==> config.mk <==
export PLATFORM = sky130hd
export DESIGN_NAME = ps2_scan_ctrl_flat
export DESIGN_NICKNAME = d
export VERILOG_FILES = /design/src/rtl/ps2_scan_ctrl_pkg.sv /design/src/rtl/ps2_scan_ctrl_if.sv /design/src/rtl/ps2_scan_ctrl_prefix_timer.sv /design/src/rtl/ps2_scan_ctrl.sv /design/src/flat_wrapper.sv
export SDC_FILE = /design/constraint.sdc
export NUM_CORES = 1
export LEC_CHECK = 0
export BUFFER_PORTS_ARGS = -buffer_cell sky130_fd_sc_hd__buf_4
export CAP_MARGIN = 10
export CELL_PAD_IN_SITES_DETAIL_PLACEMENT = 0
export CELL_PAD_IN_SITES_GLOBAL_PLACEMENT = 1
export CORE_AREA = 2 2 84 86
export DETAILED_ROUTE_END_ITERATION = 8
export DIE_AREA = 0 0 86 88
export PLACE_DENSITY = 0.76
export SETUP_SLACK_MARGIN = 0.15
export SLEW_MARGIN = 30
export SYNTH_ARGS = -nofsm -noshare
export SYNTH_HDL_FRONTEND = slang
export SYNTH_SLANG_ARGS = --single-unit
==> constraint.sdc <==
create_clock -name clk -period 1.8 [get_ports clk]
set_input_delay 0.09 -clock clk [delete_from_list [all_inputs] [get_ports clk]]
set_output_delay 0.09 -clock clk [all_outputs]
set_load 0.005 [all_outputs]
==> src/rtl/ps2_scan_ctrl_pkg.sv <==
`default_nettype none
// ============================================================================
//  Module   : ps2_pkg
//  Purpose  : Shared definitions for the PS/2 scan-code controller: protocol
//             prefix byte values, the sequencing FSM state type and a small
//             classification helper for prefix bytes.
//  Ports    : none (package)
//  Config   : PS2_SCAN_CTRL_EXT_EN (consumed by ps2_scan_ctrl)
//  Revision : 1.0  initial release
// ============================================================================
package ps2_pkg;

    // Scan-code set 2 prefix bytes
    localparam logic [7:0] PS2_BREAK = 8'hF0;
    localparam logic [7:0] PS2_EXT   = 8'hE0;
    localparam logic [7:0] PS2_PAUSE = 8'hE1;

    // Two-state pop sequencer
    typedef enum logic [0:0] {
        IDLE = 1'b0,
        POP  = 1'b1
    } ps2_state_e;

    // True for bytes that only qualify the following code byte
    function automatic logic is_prefix(input logic [7:0] b);
        return (b == PS2_BREAK) || (b == PS2_EXT);
    endfunction

endpackage : ps2_pkg
`default_nettype wire

==> src/rtl/ps2_scan_ctrl_if.sv <==
`default_nettype none
// ============================================================================
//  Module   : ps2_scan_ctrl_if
//  Purpose  : Bundles the receiver FIFO handshake (ps2_data / ps2_ready /
//             ps2_overflow / ps2_nextdata_n) and the key-event outputs of the
//             scan controller.
//  Modports : master - the scan controller (pops the FIFO, emits events)
//             slave  - the surrounding logic (FIFO side + event consumer)
//  Params   : CNT_W  width of the press counter
//  Revision : 1.0  initial release
// ============================================================================
interface ps2_scan_ctrl_if #(
    parameter int CNT_W = 8
);
    // Receiver FIFO side
    logic [7:0]       ps2_data;
    logic             ps2_ready;
    logic             ps2_overflow;
    logic             ps2_nextdata_n;

    // Key event side
    logic             key_valid;
    logic [7:0]       key_code;
    logic             key_break;
    logic             key_ext;
    logic             key_repeat;
    logic             key_held;
    logic [CNT_W-1:0] key_cnt;
    logic             fifo_ovf;

    modport master (
        input  ps2_data, ps2_ready, ps2_overflow,
        output ps2_nextdata_n,
        output key_valid, key_code, key_break, key_ext, key_repeat,
        output key_held, key_cnt, fifo_ovf
    );

    modport slave (
        output ps2_data, ps2_ready, ps2_overflow,
        input  ps2_nextdata_n,
        input  key_valid, key_code, key_break, key_ext, key_repeat,
        input  key_held, key_cnt, fifo_ovf
    );

endinterface : ps2_scan_ctrl_if
`default_nettype wire

==> src/rtl/ps2_scan_ctrl_prefix_timer.sv <==
`default_nettype none
// ============================================================================
//  Module   : ps2_prefix_timer
//  Purpose  : Idle timeout for pending scan-code prefixes. Loads PREFIX_TO
//             when a prefix byte is decoded, counts down on idle cycles while
//             a prefix is pending, and flags expiry once it reaches zero.
//  Ports    : clk, clrn      clock / synchronous active-low reset
//             i_load         prefix byte decoded this cycle
//             i_dec          idle cycle (sequencer idle, FIFO empty)
//             i_active       a prefix is currently pending
//             o_expire       pending prefixes must be discarded
//  Params   : PREFIX_TO      idle cycles before expiry (>= 1)
//  Revision : 1.0  initial release
// ============================================================================
module ps2_prefix_timer #(
    parameter int PREFIX_TO = 65535
) (
    input  logic clk,
    input  logic clrn,
    input  logic i_load,
    input  logic i_dec,
    input  logic i_active,
    output logic o_expire
);

    localparam int               c_TO_W = (PREFIX_TO < 2) ? 1 : $clog2(PREFIX_TO + 1);
    localparam logic [c_TO_W-1:0] c_LOAD = c_TO_W'(PREFIX_TO);

    logic [c_TO_W-1:0] r_cnt;

    always_ff @(posedge clk) begin
        if (!clrn) begin
            r_cnt <= '0;
        end else if (i_load) begin
            r_cnt <= c_LOAD;
        end else if (i_active && i_dec && (r_cnt != '0)) begin
            r_cnt <= r_cnt - c_TO_W'(1);
        end
    end

    // A stale zero count is harmless: expiry only matters while a prefix
    // is pending, and every new prefix reloads the counter.
    assign o_expire = i_active && (r_cnt == '0);

endmodule : ps2_prefix_timer
`default_nettype wire

==> src/rtl/ps2_scan_ctrl.sv <==
`default_nettype none
// ============================================================================
//  Module   : ps2_scan_ctrl
//  Purpose  : Pops bytes from the PS/2 receiver FIFO and parses the scan-code
//             grammar [E0] [F0] code. Emits one-cycle key events with
//             make/break/extended/repeat qualifiers, tracks the held key and
//             counts distinct presses.
//  Ports    : clk            system clock
//             clrn           synchronous active-low reset
//             bus (master)   ps2_data, ps2_ready, ps2_overflow (in)
//                            ps2_nextdata_n, key_valid, key_code, key_break,
//                            key_ext, key_repeat, key_held, key_cnt,
//                            fifo_ovf (out)
//  Params   : CNT_W          press counter width (wraps)
//             PREFIX_TO      prefix idle timeout in cycles (>= 1)
//  Config   : PS2_SCAN_CTRL_EXT_EN  enables E0 (extended) handling; when
//             undefined E0 is dropped, key_ext is 0 and held matching
//             compares the code only.
//  Revision : 1.0  initial release
// ============================================================================
module ps2_scan_ctrl
    import ps2_pkg::*;
#(
    parameter int CNT_W     = 8,
    parameter int PREFIX_TO = 65535
) (
    input  logic                   clk,
    input  logic                   clrn,
    ps2_scan_ctrl_if.master        bus
);

`ifdef PS2_SCAN_CTRL_EXT_EN
    localparam logic c_EXT_EN = 1'b1;
`else
    localparam logic c_EXT_EN = 1'b0;
`endif

    ps2_state_e       r_state;
    logic [7:0]       r_byte;
    logic             r_nextdata_n;
    logic             r_brk_pend;
    logic             r_ext_pend;
    logic             r_key_valid;
    logic [7:0]       r_key_code;
    logic             r_key_break;
    logic             r_key_ext;
    logic             r_key_repeat;
    logic             r_key_held;
    logic [CNT_W-1:0] r_key_cnt;
    logic [7:0]       r_held_code;
    logic             r_held_ext;
    logic             r_fifo_ovf;

    logic w_is_break;
    logic w_is_ext;
    logic w_is_pause;
    logic w_evt_ext;
    logic w_match;
    logic w_timer_load;
    logic w_timer_dec;
    logic w_pending;
    logic w_expire;

    assign w_is_break = (r_byte == PS2_BREAK);
    assign w_is_ext   = (r_byte == PS2_EXT);
    assign w_is_pause = (r_byte == PS2_PAUSE);

    // Extended qualifier of the event being decoded (forced 0 when the
    // extended feature is compiled out).
    assign w_evt_ext  = c_EXT_EN & r_ext_pend;

    // Current code byte refers to the held key
    assign w_match    = (r_byte == r_held_code) &&
                        (!c_EXT_EN || (r_held_ext == w_evt_ext));

    // Only prefixes that actually become pending arm the timeout
    assign w_timer_load = (r_state == POP) &&
                          (w_is_break || (c_EXT_EN && is_prefix(r_byte)));
    assign w_timer_dec  = (r_state == IDLE) && !bus.ps2_ready;
    assign w_pending    = r_brk_pend | r_ext_pend;

    ps2_prefix_timer #(
        .PREFIX_TO (PREFIX_TO)
    ) u_prefix_timer (
        .clk      (clk),
        .clrn     (clrn),
        .i_load   (w_timer_load),
        .i_dec    (w_timer_dec),
        .i_active (w_pending),
        .o_expire (w_expire)
    );

    always_ff @(posedge clk) begin
        if (!clrn) begin
            r_state      <= IDLE;
            r_byte       <= 8'h00;
            r_nextdata_n <= 1'b1;
            r_brk_pend   <= 1'b0;
            r_ext_pend   <= 1'b0;
            r_key_valid  <= 1'b0;
            r_key_code   <= 8'h00;
            r_key_break  <= 1'b0;
            r_key_ext    <= 1'b0;
            r_key_repeat <= 1'b0;
            r_key_held   <= 1'b0;
            r_key_cnt    <= '0;
            r_held_code  <= 8'h00;
            r_held_ext   <= 1'b0;
            r_fifo_ovf   <= 1'b0;
        end else begin
            r_key_valid <= 1'b0;

            if (bus.ps2_overflow) begin
                r_fifo_ovf <= 1'b1;
            end

            // Expiry is only possible while idle, so it never collides with
            // a decode; a byte sampled in the same cycle sees cleared flags.
            if (w_expire) begin
                r_brk_pend <= 1'b0;
                r_ext_pend <= 1'b0;
            end

            case (r_state)
                IDLE: begin
                    if (bus.ps2_ready) begin
                        r_byte       <= bus.ps2_data;
                        r_nextdata_n <= 1'b0;
                        r_state      <= POP;
                    end
                end

                POP: begin
                    r_nextdata_n <= 1'b1;
                    r_state      <= IDLE;

                    if (w_is_break) begin
                        r_brk_pend <= 1'b1;
                    end else if (w_is_ext) begin
                        if (c_EXT_EN) begin
                            r_ext_pend <= 1'b1;
                        end
                    end else if (w_is_pause) begin
                        r_brk_pend <= 1'b0;
                        r_ext_pend <= 1'b0;
                    end else begin
                        r_key_valid <= 1'b1;
                        r_key_code  <= r_byte;
                        r_key_break <= r_brk_pend;
                        r_key_ext   <= w_evt_ext;
                        r_brk_pend  <= 1'b0;
                        r_ext_pend  <= 1'b0;

                        if (!r_brk_pend) begin
                            if (r_key_held && w_match) begin
                                // Typematic repeat of the held key
                                r_key_repeat <= 1'b1;
                            end else begin
                                r_key_repeat <= 1'b0;
                                r_key_cnt    <= r_key_cnt + CNT_W'(1);
                                r_held_code  <= r_byte;
                                r_held_ext   <= w_evt_ext;
                                r_key_held   <= 1'b1;
                            end
                        end else begin
                            r_key_repeat <= 1'b0;
                            if (w_match) begin
                                r_key_held <= 1'b0;
                            end
                        end
                    end
                end

                default: begin
                    r_state      <= IDLE;
                    r_nextdata_n <= 1'b1;
                end
            endcase
        end
    end

    assign bus.ps2_nextdata_n = r_nextdata_n;
    assign bus.key_valid      = r_key_valid;
    assign bus.key_code       = r_key_code;
    assign bus.key_break      = r_key_break;
    assign bus.key_ext        = r_key_ext;
    assign bus.key_repeat     = r_key_repeat;
    assign bus.key_held       = r_key_held;
    assign bus.key_cnt        = r_key_cnt;
    assign bus.fifo_ovf       = r_fifo_ovf;

endmodule : ps2_scan_ctrl
`default_nettype wire

==> src/flat_wrapper.sv <==
// flat-port wrapper written by rule: the top's interface ports become plain ports
module ps2_scan_ctrl_flat import ps2_pkg::*;
#(
    parameter int CNT_W     = 8,
    parameter int PREFIX_TO = 65535
)
  (clk, clrn, bus_ps2_data, bus_ps2_ready, bus_ps2_overflow, bus_ps2_nextdata_n, bus_key_valid, bus_key_code, bus_key_break, bus_key_ext, bus_key_repeat, bus_key_held, bus_key_cnt, bus_fifo_ovf);
  ps2_scan_ctrl_if #(.CNT_W(CNT_W)) bus_i ();
  input  logic clk;
  input  logic clrn;
  input wire logic [$bits(bus_i.ps2_data)-1:0] bus_ps2_data;
  input wire logic [$bits(bus_i.ps2_ready)-1:0] bus_ps2_ready;
  input wire logic [$bits(bus_i.ps2_overflow)-1:0] bus_ps2_overflow;
  output wire logic [$bits(bus_i.ps2_nextdata_n)-1:0] bus_ps2_nextdata_n;
  output wire logic [$bits(bus_i.key_valid)-1:0] bus_key_valid;
  output wire logic [$bits(bus_i.key_code)-1:0] bus_key_code;
  output wire logic [$bits(bus_i.key_break)-1:0] bus_key_break;
  output wire logic [$bits(bus_i.key_ext)-1:0] bus_key_ext;
  output wire logic [$bits(bus_i.key_repeat)-1:0] bus_key_repeat;
  output wire logic [$bits(bus_i.key_held)-1:0] bus_key_held;
  output wire logic [$bits(bus_i.key_cnt)-1:0] bus_key_cnt;
  output wire logic [$bits(bus_i.fifo_ovf)-1:0] bus_fifo_ovf;
  assign bus_i.ps2_data = bus_ps2_data;
  assign bus_i.ps2_ready = bus_ps2_ready;
  assign bus_i.ps2_overflow = bus_ps2_overflow;
  assign bus_ps2_nextdata_n = bus_i.ps2_nextdata_n;
  assign bus_key_valid = bus_i.key_valid;
  assign bus_key_code = bus_i.key_code;
  assign bus_key_break = bus_i.key_break;
  assign bus_key_ext = bus_i.key_ext;
  assign bus_key_repeat = bus_i.key_repeat;
  assign bus_key_held = bus_i.key_held;
  assign bus_key_cnt = bus_i.key_cnt;
  assign bus_fifo_ovf = bus_i.fifo_ovf;
  ps2_scan_ctrl #(.CNT_W(CNT_W), .PREFIX_TO(PREFIX_TO)) u_core (.clk(clk), .clrn(clrn), .bus(bus_i));
endmodule
==> summary.md <==
| Metric | Value |
|---|---|
| Status | finished, final reports clean |
| Ant diodes | 0 |
| Critical Path Source Type | register |
| Power density cells | 733.5 mW/mm² |
| Routed wire length per instance | 14.20 µm |
| Die area | 0.007568 mm² |
| RD Place Congestion | 0.7800 |
| DRC | 0 |
| Vias per inst | 5.133 |
| Post-DP HPWL | 4.159 mm |
| Rows | 30 |
| Number of synthesized flops with an enable pin | 0 |
| Area share of the largest cell type after synthesis | 46.08% |
| Tmin final | 1.799 ns |
| GRT Total Usage | 17.19% |
| Syn Nets | 306 |
| Syn Std Cell Area | 0.002476 mm² |
| First-pass GRT wire length | 10.08 mm |
| Num CTS Buffers | 9 |
| Switch Pwr | 0.0006591 W |
| Critical path's top delay family | simple AND/OR/NAND/NOR gates |
| Crit-path max FO | 4 |
| Post-Synthesis Cells | 292 |
| Most frequent cell on the critical path | or4_4 |
| Sequential element share of the synthesized area | 46.08% |
| Net Sw Frac | 24.79% |
| Final setup viols | 0 |
| IO buf count | 33 |
| LEAKAGE | 1.406 nW |
| Unrepaired setup endpoints after global routing | true |
| Netlist cell types | 48 |
| DR iter-0 viols | 100 |
| Final wirelength | 6.490 mm |
| Crit Path Category | reg2reg |
| TritonCTS Sinks | 57 |
| Tcrit/Tclk final | 99.96% |
| Post-Place Setup Slack | 0.009804 ns |
| HP Class | in2reg |
| CP bufs+invs | 0 |
| Clk Latency, worst-skew pair | 0.33 ns |
| Layout Nets | 386 |
| List of most frequent post-synthesis cells | 57 x dfxtp_1, 43 x nand2_1, 28 x a21oi_1 |
| Finished Layout Cells | 457 |
| Die Width | 86 µm |
| FFs w/ async S/R, synth | 0% |
| Layout cell share with drive strength beyond 1 | 40.05% |
| Setup WS post-layout | 0.0007896 ns |
| Min-Delay Endpoint | u_core.r_byte[6] |
| Initial antenna violation count | 0 |
| Yosys warns | 0 |
| Worst vdd ir | 0.4076 mV |
| Yosys reg bits | 57 |
| Via count | 2346 |
| Placed cells | 422 |
| ANT nets after route | 0 |
| Fin. Hold Viols | 0 |
| Synth-to-layout area growth | 46.39% |
| Worst reg-to-reg setup slack | 0.0008 ns |
| Most frequent cell after synthesis | dfxtp_1 |
| Hold_sp | bus_ps2_data[6] |
| Htree depth | 3 |
| Crit. End Element | register |
| Slew Limit Fails | 0 |
| Synth Flop Type | dfxtp_1 |
| Comb power frac | 10.6% |
| Top cells by area, synth | dfxtp_1 46%, nand2_1 6.5%, a21oi_1 5.7%, xnor2_1 4.6%, nor2_1 3.3% |
| CTS root buffer | clkbuf_8 |
| Leading area contributor after synthesis | dfxtp_1 |
| DR pass1 iterations | 6 |
| Die H | 88 µm |
| Data arrival, critical path | 2.00 ns |
| Core Region | 0.006644 mm² |
| FF-to-FF End | u_core.u_prefix_timer.r_cnt[14] |
| Clock skew | 0.01029 ns |
| Launching point of the worst reg2reg path | u_core.u_prefix_timer.r_cnt[8] |
| R2R depth | 5 |
| Peak Freq | 555.8 MHz |
| # Max-Cap Violations | 0 |
| Worst-path cell chain | or4_4 > or4_4 > nor3_4 > xnor2_1 > a21oi_1 |
| Clock transition at the registers of the reported paths | 0.06 ns |
| Vias in the first global route | 2112 |
| Remaining global-route overflow | 0 |
| Worst Hold Depth | 3 |
| Crit path required time | 2.00 ns |
| Clock buffer depth | 2 |
| Sequential Power Share | 49.5% |
| Avg Synthesized Cell Area | 8.480 µm² |
| Worst path slowest cell | or4_4 |
| Starting density of the core | 37.27% |
| Power share of the clock group | 39.9% |
| TritonCTS clock tree | done |
| Internal Power | 0.002000 W |
| IO Pins | 35 |
| Crit-path max cell delay | 0.55 ns |
| Largest net degree at the start of global routing | 33 |
per-stage QoR:
stage / hold slack [ns] / util [%] / TNS, ns / total power [W] / area, µm²
global route: 0.01272 / 54.56 / -0.3438 / 0.002776 / 3625
floorplan: 0.2058 / - / 0 / 0.001461 / 2512
detailed placement: 0.3087 / 45.61 / 0 / 0.001559 / 3030
global placement: 0.2962 / 45.61 / 0 / 0.001556 / 3030
finish: 0.02132 / 54.56 / 0 / 0.002659 / 3625
CTS: 0.007499 / 50.34 / 0 / 0.002655 / 3344
worst max path at each step:
| stage | start | to | slack [ns] | cells after the start |
|---|---|---|---|---|
| final | u_core.u_prefix_timer.r_cnt[8] | u_core.u_prefix_timer.r_cnt[14] | 0.0008 | 5 |
| after detailed placement | u_core.u_prefix_timer.r_cnt[0] | u_core.u_prefix_timer.r_cnt[13] | 0.01 | 7 |
| after global placement | u_core.u_prefix_timer.r_cnt[11] | u_core.u_prefix_timer.r_cnt[10] | 0.03 | 5 |
| after CTS | u_core.u_prefix_timer.r_cnt[11] | u_core.u_prefix_timer.r_cnt[10] | 0.01 | 5 |
| after global routing | u_core.u_prefix_timer.r_cnt[8] | u_core.u_prefix_timer.r_cnt[14] | -0.08 | 5 |
| after floorplan | u_core.u_prefix_timer.r_cnt[7] | u_core.u_prefix_timer.r_cnt[14] | 0.07 | 5 |
what timing repair did:
action,4_1_cts,5_1_grt
cloned,1,1
resized for setup,15,65
endpoints found under the setup margin,16,33
pin swaps,5,24
hold endpoints to repair,6,0
buffers inserted,4,7
hold buffers,6,0
placed cells by master, fill, tap and decap left out, types with 3 or more instances in the layout:
master and count:
mux2i_1 5, xor2_1 5, nor3_1 7, buf_6 8
nor2_1 22, dfxtp_2 10, a211oi_1 3, a21oi_1 28
o21ai_2 5, nand2_1 41, nor4_2 3, clkbuf_8 11
o21ai_1 9, clkinv_2 3, dlygate4sd3_1 6, nand3_2 10
or3_1 4, inv_1 5, xnor2_1 8, nand3_1 4
dfxtp_1 46, buf_4 70, xnor2_2 5, a31oi_1 4
nand4_1 6
routing by layer:
| layer | up-vias | track usage (%) | routed length, µm |
|---|---|---|---|
| met4 | 0 | 8.225 | 93 |
| met5 | - | 0 | 0 |
| li1 | 1184 | - | - |
| met1 | 1102 | 22.08 | 2990 |
| met3 | 9 | 3.393 | 270 |
| met2 | 51 | 27.77 | 3137 |
flip-flops by register name, indices dropped and copies added, names as in the netlist:
register / flops
u_core.r_state: 1
u_core.bus.ps2_nextdata_n: 1
u_core.r_held_code: 8
u_core.bus.key_repeat: 1
u_core.bus.key_code: 8
u_core.bus.key_cnt: 8
u_core.r_ext_pend: 1
u_core.bus.fifo_ovf: 1
u_core.r_byte: 8
u_core.bus.key_break: 1
u_core.bus.key_held: 1
u_core.r_brk_pend: 1
u_core.u_prefix_timer.r_cnt: 16
u_core.bus.key_valid: 1
cell families (layout without fill, tap and decap cells):
logic type / Yosys count / after routing / synth area share, %
other: 1 / 1 / 0.1514
and+or+nand+nor: 124 / 124 / 25.67
muxes: 5 / 5 / 2.021
buffers and inverters: 24 / 109 / 4.346
DFF: 57 / 57 / 46.08
AOI/OAI and AO/OA: 61 / 61 / 14.35
xor gates and xnor gates: 18 / 18 / 6.367
adders and majority gates: 2 / 2 / 1.010
area by class of cell:
type                    instances  area [µm²]
fillers                       620        3019
flip-flops and latches         57        1157
repair buffers                 85       695.7
inverters                       8       30.03
multi-input cells             211        1468
clock inverters                 3       15.01
clock buffers                  13       158.9
well taps                      80       100.1
power by group through the flow:
stage	combinational, W	sequential, W	clock, W
global route	0.000310	0.00132	0.00115
global placement	0.000216	0.00134	0
finish	0.000282	0.00132	0.00106
CTS	0.000249	0.00131	0.00109
floorplan	0.000120	0.00134	0
detailed placement	0.000218	0.00134	0
worst min-delay path, delay by kind of cell:
kind	cells	cell delay (ns)
AND/OR/NAND/NOR	1	0.05
AO/OA/AOI/OAI	1	0.05
buffers and inverters	1	0.11
Note: power is estimated with default switching activity, not from simulation.
